### src/rtl/operand_fetch_stage_if.sv
// Decode-side and execute-side handshake bundle for the operand fetch stage.
// The stage itself connects through slave; the surrounding pipeline uses master.
interface operand_fetch_stage_if #(
   parameter int DATA_WIDTH    = 32,
   parameter int ADDRESS_WIDTH = 5,
   parameter int CTRL_WIDTH    = 16
);
   logic                     in_valid;
   logic                     in_ready;
   logic [ADDRESS_WIDTH-1:0] in_rs1;
   logic [ADDRESS_WIDTH-1:0] in_rs2;
   logic [ADDRESS_WIDTH-1:0] in_rd;
   logic [DATA_WIDTH-1:0]    in_imm;
   logic [DATA_WIDTH-1:0]    in_pc;
   logic [CTRL_WIDTH-1:0]    in_ctrl;

   logic                     out_valid;
   logic                     out_ready;
   logic [DATA_WIDTH-1:0]    out_op1;
   logic [DATA_WIDTH-1:0]    out_op2;
   logic [ADDRESS_WIDTH-1:0] out_rs1;
   logic [ADDRESS_WIDTH-1:0] out_rs2;
   logic [ADDRESS_WIDTH-1:0] out_rd;
   logic [DATA_WIDTH-1:0]    out_imm;
   logic [DATA_WIDTH-1:0]    out_pc;
   logic [CTRL_WIDTH-1:0]    out_ctrl;

   modport slave (
      input  in_valid, in_rs1, in_rs2, in_rd, in_imm, in_pc, in_ctrl, out_ready,
      output in_ready, out_valid, out_op1, out_op2, out_rs1, out_rs2, out_rd,
             out_imm, out_pc, out_ctrl
   );

   modport master (
      output in_valid, in_rs1, in_rs2, in_rd, in_imm, in_pc, in_ctrl, out_ready,
      input  in_ready, out_valid, out_op1, out_op2, out_rs1, out_rs2, out_rd,
             out_imm, out_pc, out_ctrl
   );
endinterface

### src/rtl/operand_fetch_stage.sv
// Operand fetch pipeline register: reads the register file, bypasses same-cycle
// writebacks, and keeps held operands current while execute is stalled.
module operand_fetch_stage #(
   parameter int DATA_WIDTH    = 32,
   parameter int ADDRESS_WIDTH = 5,
   parameter int CTRL_WIDTH    = 16
) (
   input  logic                     clk,
   input  logic                     rst,
   operand_fetch_stage_if.slave     bus,
   output logic [ADDRESS_WIDTH-1:0] rf_ad1,
   output logic [ADDRESS_WIDTH-1:0] rf_ad2,
   input  logic [DATA_WIDTH-1:0]    rf_rd1,
   input  logic [DATA_WIDTH-1:0]    rf_rd2,
   input  logic                     wb_we,
   input  logic [ADDRESS_WIDTH-1:0] wb_addr,
   input  logic [DATA_WIDTH-1:0]    wb_data,
   input  logic                     flush
);
   typedef enum logic {EMPTY = 1'b0, FULL = 1'b1} state_t;

   state_t                   state_reg, state_next;
   logic [DATA_WIDTH-1:0]    op_reg [2];
   logic [DATA_WIDTH-1:0]    op_next [2];
   logic [ADDRESS_WIDTH-1:0] rs1_reg, rs1_next, rs2_reg, rs2_next, rd_reg, rd_next;
   logic [DATA_WIDTH-1:0]    imm_reg, imm_next, pc_reg, pc_next;
   logic [CTRL_WIDTH-1:0]    ctrl_reg, ctrl_next;

   logic [ADDRESS_WIDTH-1:0] src_addr [2];
   logic [ADDRESS_WIDTH-1:0] held_src [2];
   logic [DATA_WIDTH-1:0]    rf_data [2];
   logic [DATA_WIDTH-1:0]    resolved [2];
   logic                     held_hit [2];
   logic                     in_ready_int;
   logic                     load;

   assign src_addr[0] = bus.in_rs1;
   assign src_addr[1] = bus.in_rs2;
   assign held_src[0] = rs1_reg;
   assign held_src[1] = rs2_reg;
   assign rf_data[0]  = rf_rd1;
   assign rf_data[1]  = rf_rd2;
   assign rf_ad1      = bus.in_rs1;
   assign rf_ad2      = bus.in_rs2;

   // x0 is forced to zero; otherwise a same-cycle writeback overrides the array read.
   genvar gi;
   generate
      for (gi = 0; gi < 2; gi++) begin : g_src
         assign resolved[gi] = (src_addr[gi] == '0) ? '0 :
                               (wb_we && wb_addr == src_addr[gi]) ? wb_data : rf_data[gi];
         assign held_hit[gi] = wb_we && (wb_addr != '0) && (wb_addr == held_src[gi]);
      end
   endgenerate

   assign in_ready_int = (state_reg == EMPTY) || bus.out_ready;
   assign load         = bus.in_valid && in_ready_int;

   always_comb begin
      state_next = state_reg;
      for (int i = 0; i < 2; i++) op_next[i] = op_reg[i];
      rs1_next  = rs1_reg;
      rs2_next  = rs2_reg;
      rd_next   = rd_reg;
      imm_next  = imm_reg;
      pc_next   = pc_reg;
      ctrl_next = ctrl_reg;
      if (flush) begin
         state_next = EMPTY;
      end else if (load) begin
         state_next = FULL;
         for (int i = 0; i < 2; i++) op_next[i] = resolved[i];
         rs1_next  = bus.in_rs1;
         rs2_next  = bus.in_rs2;
         rd_next   = bus.in_rd;
         imm_next  = bus.in_imm;
         pc_next   = bus.in_pc;
         ctrl_next = bus.in_ctrl;
      end else if (state_reg == FULL && bus.out_ready) begin
         state_next = EMPTY;
      end else if (state_reg == FULL) begin
         // Stalled: a writeback to a held source would otherwise be missed for good.
         for (int i = 0; i < 2; i++) if (held_hit[i]) op_next[i] = wb_data;
      end
   end

   always_ff @(posedge clk) begin
      if (rst) begin
         state_reg <= EMPTY;
         for (int i = 0; i < 2; i++) op_reg[i] <= '0;
         rs1_reg  <= '0;
         rs2_reg  <= '0;
         rd_reg   <= '0;
         imm_reg  <= '0;
         pc_reg   <= '0;
         ctrl_reg <= '0;
      end else begin
         state_reg <= state_next;
         for (int i = 0; i < 2; i++) op_reg[i] <= op_next[i];
         rs1_reg  <= rs1_next;
         rs2_reg  <= rs2_next;
         rd_reg   <= rd_next;
         imm_reg  <= imm_next;
         pc_reg   <= pc_next;
         ctrl_reg <= ctrl_next;
      end
   end

   assign bus.in_ready  = in_ready_int;
   assign bus.out_valid = (state_reg == FULL);
   assign bus.out_op1   = op_reg[0];
   assign bus.out_op2   = op_reg[1];
   assign bus.out_rs1   = rs1_reg;
   assign bus.out_rs2   = rs2_reg;
   assign bus.out_rd    = rd_reg;
   assign bus.out_imm   = imm_reg;
   assign bus.out_pc    = pc_reg;
   assign bus.out_ctrl  = ctrl_reg;
endmodule

### src/flat_wrapper.sv
// flat-port wrapper written by rule: the top's interface ports become plain ports
module operand_fetch_stage_flat 
#(
   parameter int DATA_WIDTH    = 32,
   parameter int ADDRESS_WIDTH = 5,
   parameter int CTRL_WIDTH    = 16
)
  (clk, rst, rf_ad1, rf_ad2, rf_rd1, rf_rd2, wb_we, wb_addr, wb_data, flush, bus_in_valid, bus_in_rs1, bus_in_rs2, bus_in_rd, bus_in_imm, bus_in_pc, bus_in_ctrl, bus_out_ready, bus_in_ready, bus_out_valid, bus_out_op1, bus_out_op2, bus_out_rs1, bus_out_rs2, bus_out_rd, bus_out_imm, bus_out_pc, bus_out_ctrl);
  operand_fetch_stage_if #(.DATA_WIDTH(DATA_WIDTH), .ADDRESS_WIDTH(ADDRESS_WIDTH), .CTRL_WIDTH(CTRL_WIDTH)) bus_i ();
  input  logic clk;
  input  logic rst;
  output logic [ADDRESS_WIDTH-1:0] rf_ad1;
  output logic [ADDRESS_WIDTH-1:0] rf_ad2;
  input  logic [DATA_WIDTH-1:0] rf_rd1;
  input  logic [DATA_WIDTH-1:0] rf_rd2;
  input  logic wb_we;
  input  logic [ADDRESS_WIDTH-1:0] wb_addr;
  input  logic [DATA_WIDTH-1:0] wb_data;
  input  logic flush;
  input wire logic [$bits(bus_i.in_valid)-1:0] bus_in_valid;
  input wire logic [$bits(bus_i.in_rs1)-1:0] bus_in_rs1;
  input wire logic [$bits(bus_i.in_rs2)-1:0] bus_in_rs2;
  input wire logic [$bits(bus_i.in_rd)-1:0] bus_in_rd;
  input wire logic [$bits(bus_i.in_imm)-1:0] bus_in_imm;
  input wire logic [$bits(bus_i.in_pc)-1:0] bus_in_pc;
  input wire logic [$bits(bus_i.in_ctrl)-1:0] bus_in_ctrl;
  input wire logic [$bits(bus_i.out_ready)-1:0] bus_out_ready;
  output wire logic [$bits(bus_i.in_ready)-1:0] bus_in_ready;
  output wire logic [$bits(bus_i.out_valid)-1:0] bus_out_valid;
  output wire logic [$bits(bus_i.out_op1)-1:0] bus_out_op1;
  output wire logic [$bits(bus_i.out_op2)-1:0] bus_out_op2;
  output wire logic [$bits(bus_i.out_rs1)-1:0] bus_out_rs1;
  output wire logic [$bits(bus_i.out_rs2)-1:0] bus_out_rs2;
  output wire logic [$bits(bus_i.out_rd)-1:0] bus_out_rd;
  output wire logic [$bits(bus_i.out_imm)-1:0] bus_out_imm;
  output wire logic [$bits(bus_i.out_pc)-1:0] bus_out_pc;
  output wire logic [$bits(bus_i.out_ctrl)-1:0] bus_out_ctrl;
  assign bus_i.in_valid = bus_in_valid;
  assign bus_i.in_rs1 = bus_in_rs1;
  assign bus_i.in_rs2 = bus_in_rs2;
  assign bus_i.in_rd = bus_in_rd;
  assign bus_i.in_imm = bus_in_imm;
  assign bus_i.in_pc = bus_in_pc;
  assign bus_i.in_ctrl = bus_in_ctrl;
  assign bus_i.out_ready = bus_out_ready;
  assign bus_in_ready = bus_i.in_ready;
  assign bus_out_valid = bus_i.out_valid;
  assign bus_out_op1 = bus_i.out_op1;
  assign bus_out_op2 = bus_i.out_op2;
  assign bus_out_rs1 = bus_i.out_rs1;
  assign bus_out_rs2 = bus_i.out_rs2;
  assign bus_out_rd = bus_i.out_rd;
  assign bus_out_imm = bus_i.out_imm;
  assign bus_out_pc = bus_i.out_pc;
  assign bus_out_ctrl = bus_i.out_ctrl;
  operand_fetch_stage #(.DATA_WIDTH(DATA_WIDTH), .ADDRESS_WIDTH(ADDRESS_WIDTH), .CTRL_WIDTH(CTRL_WIDTH)) u_core (.clk(clk), .rst(rst), .bus(bus_i), .rf_ad1(rf_ad1), .rf_ad2(rf_ad2), .rf_rd1(rf_rd1), .rf_rd2(rf_rd2), .wb_we(wb_we), .wb_addr(wb_addr), .wb_data(wb_data), .flush(flush));
endmodule
### config.mk
export PLATFORM = sky130hd
export DESIGN_NAME = operand_fetch_stage_flat
export DESIGN_NICKNAME = d
export VERILOG_FILES = /design/src/rtl/operand_fetch_stage_if.sv /design/src/rtl/operand_fetch_stage.sv /design/src/flat_wrapper.sv
export SDC_FILE = /design/constraint.sdc
export NUM_CORES = 1
export LEC_CHECK = 0
export BUFFER_PORTS_ARGS = -buffer_cell sky130_fd_sc_hd__buf_2
export CAP_MARGIN = 20
export CORE_AREA = 2 2 146 148
export DETAILED_ROUTE_END_ITERATION = 16
export DIE_AREA = 0 0 148 150
export GPL_TIMING_DRIVEN = 0
export PLACE_DENSITY = 0.7
export REMOVE_ABC_BUFFERS = 1
export SKIP_LAST_GASP = 1
export SLEW_MARGIN = 40
export SYNTH_ARGS = -nofsm -noshare
export SYNTH_HDL_FRONTEND = slang
export SYNTH_SLANG_ARGS = --single-unit
### constraint.sdc
create_clock -name clk -period 4.6 [get_ports clk]
set_clock_uncertainty 0.05 [all_clocks]
set_input_delay 1.15 -clock clk [delete_from_list [all_inputs] [get_ports clk]]
set_output_delay 1.15 -clock clk [all_outputs]
set_load 0.02 [all_outputs]
==> qor.yml <==
run_status:
  status: "finished clean"
logic_synthesis:
  ys.warnings.count: 0
  ys_seq_area_share_pct: 38.54
  synth_area_sq_mm: 0.008312
  synth_ff_type: "dfxtp_1"
  syn_avg_cell_area_sq_um: 8.133
  ys_ff_latch: 160
  synthCells: 1022
  synth_edf_count: 0
  async_flop_share_pct: 0
  synth_cell_type_count: 38
drt:
  first_pass_iters: 5
  drc: 0
  post_drt_wl_per_cell_microns: 18.23
  viasPerCell: 5.440
  first_iter_violations: 379
  vias: 8758
  ant_nets: 0
  drt_wl_total_microns: 29350
layout:
  register_area_sq_mm: 0.003203
  fillers: 2019
  mostFrequentLayoutCells: "371 x buf_2, 191 x nand2_1, 163 x nor2_1"
  drive_gt1_share_pct: 35.63
  fin_nets: 1523
  multi_input_area_sq_mm: 0.004526
  largest_register_ffs: 64
  stdcell_area_sq_mm: 0.01092
  mostFrequentLayoutCell: "buf_2"
  area_growth_pct: 31.42
worst_setup_path:
  cp.arrival_ps: 3560
  cpMostUsedCell: "buf_8"
  path_delay_family: "simple AND/OR/NAND/NOR gates"
  end_kind: "flip-flop"
  crit_chain: "buf_2 -> nand2b_4 -> and2_2 -> nor2b_4 -> buf_8 -> buf_8 -> buf_16 -> nand2_1 -> a21oi_1"
  cp_num_buf_inv: 4
  cp.required_ps: 4900
  path_class: "primary input to flip-flop"
  cp_max_fo: 39
  start_kind: "primary input"
  cp_slowest_cell: "and2_2"
  reg2reg_slack_ps: 1850
  slowest_delay_ps: 560
run:
  maxCapViolCount: 0
floorplan:
  die_y_microns: 150
  die_width_microns: 148
  placementRows: 53
  die_area_sq_mm: 0.02220
  io_pins: 373
  coreArea_sq_mm: 0.02069
  start_util_pct: 40.17
sta:
  max_freq_ghz: 0.3062
  period_needed_ps: 3266
  hold_violations: 0
  setup_viol: 0
  max_slew.worst_pin.slew_ps: 824.0
  slew_headroom_pct: 45.07
  fin_hold_ws_ps: 400.0
  grt_setup_unrepaired: "no"
  fin_crit_sh_pct: 70.99
  drv_slew: 0
pwr:
  switching_share_pct: 32.33
  cellInternalPower_uw: 2461
  power_density_mw_per_mm2: 333.0
  p_leak_uw: 0.004983
  seq_power_share_pct: 41.6
  p_sw_uw: 1176
  vdd_ir_drop_max_v: 0.0002328
  power.share.clock_pct: 38.9
  p_comb_share_pct: 19.5
clock_network:
  cts_setup_buffers: 0
  tritoncts: "built"
  cts_hold_buf: 0
  cts.sinks: 160
  clk_pin_slew_ps: 70
  clk_latency_ps: 420
  cts_buffers: 17
  cts-htree-levels: 4
  cts_resized: 0
  clockRootBuffer: "clkbuf_16"
  clock_path_buffers: 2
global_routing:
  grt_pass1_wl_microns: 44510
  grt-ovfl-total: 0
  grt_max_degree: 80
  grt_pass1_vias: 8463
  antenna_found_initial: 4
  gr-usage-all-layers_pct: 25.17
min_path:
  hold_class: "flip-flop to flip-flop"
place:
  hpwl_microns: 20230
  routabilityCongestion: 0.8616
  port_buffers: 372
  placedInstanceArea_sq_mm: 0.01033
## power by group through the flow
stage	Clock [uW]	Combinational, uW	Sequential [uW]
finish	1420	708	1510
global route	1510	762	1520
CTS	1460	706	1510
detailed placement	0	704	1550
global placement	0	670	1540
floorplan	0	259	1640
## routing by layer
metal	wire length, microns	vias up	track usage (%)
li1	-	4230	-
met1	11260	4064	28.79
met2	14430	409	43.94
met3	2893	53	8.232
met4	751	2	9.143
met5	11	-	0
## through the flow
stage          setup TNS (ps)  power [uW]  std cells  util, %  setup WS (ps)
3_5_place_dp                0        2250       1577    49.95          909.6
2_1_floorplan         -110560        1900        907        -          -1164
4_1_cts                     0        3675       1608    52.77           1351
6_report                    0        3637       1610    52.79           1334
3_3_place_gp          -509480        2212       1554    47.73          -3946
5_1_grt                     0        3796       1610    52.79           1219
## final timing paths
path	startpoint	cells after the start	end
worst min-delay path	u_core.bus.out_imm[5]	2	u_core.bus.out_imm[5]
worst max-delay path	bus_out_ready	9	u_core.bus.out_rd[3]
worst max register to register	u_core.bus.out_valid	8	u_core.bus.out_rd[3]
worst min register to register	u_core.bus.out_imm[5]	2	u_core.bus.out_imm[5]
## logic make-up (layout without fill, tap and decap cells)
| family | Yosys count | count (layout) | share of synthesized area, % |
|---|---|---|---|
| xor gates and xnor gates | 20 | 20 | 2.198 |
| other | 0 | 2 | 0 |
| and+or+nand+nor | 466 | 466 | 26.76 |
| DFF | 160 | 160 | 38.54 |
| AOI/OAI and AO/OA | 260 | 260 | 24.72 |
| buffers and inverters | 116 | 427 | 7.783 |
## cell usage after synthesis, types with 3 or more instances
cell type / count / area share (%)
a2111oi_0: 4 / 0.42
a2111oi_1: 32 / 3.9
a2111oi_2: 28 / 5.1
a21oi_1: 96 / 5.8
a311oi_1: 30 / 3.2
a31oi_1: 32 / 2.4
and2_1: 3 / 0.23
and4_1: 61 / 6.4
and4_2: 3 / 0.36
buf_1: 6 / 0.27
buf_2: 11 / 0.66
buf_4: 11 / 0.99
buf_6: 7 / 0.95
clkbuf_1: 64 / 2.9
clkbuf_2: 5 / 0.30
clkbuf_8: 6 / 0.99
dfxtp_1: 160 / 39
nand2_1: 193 / 8.7
nor2_1: 163 / 7.4
nor2b_1: 34 / 2.6
nor3_1: 3 / 0.18
o21bai_1: 32 / 2.9
xor2_1: 17 / 1.8
## worst min-delay path, delay by kind of cell, from the launching register on
| kind | cells | cell delay, ps |
|---|---|---|
| AO/OA/AOI/OAI | 1 | 50 |
| flip-flops | 1 | 310 |
| AND/OR/NAND/NOR | 1 | 50 |
## cell type report
class                           count  share of cell area [%]
Sequential cell                   160                   29.32
Antenna cell                        2                 0.04582
Timing Repair Buffer              395                   20.68
Clock inverter                     14                   1.443
Clock buffer                       17                   3.895
Inverter                            1                 0.03436
Tap cell                          275                   3.150
Multi-Input combinational cell    746                   41.43
(Power assumes the default switching activity.)
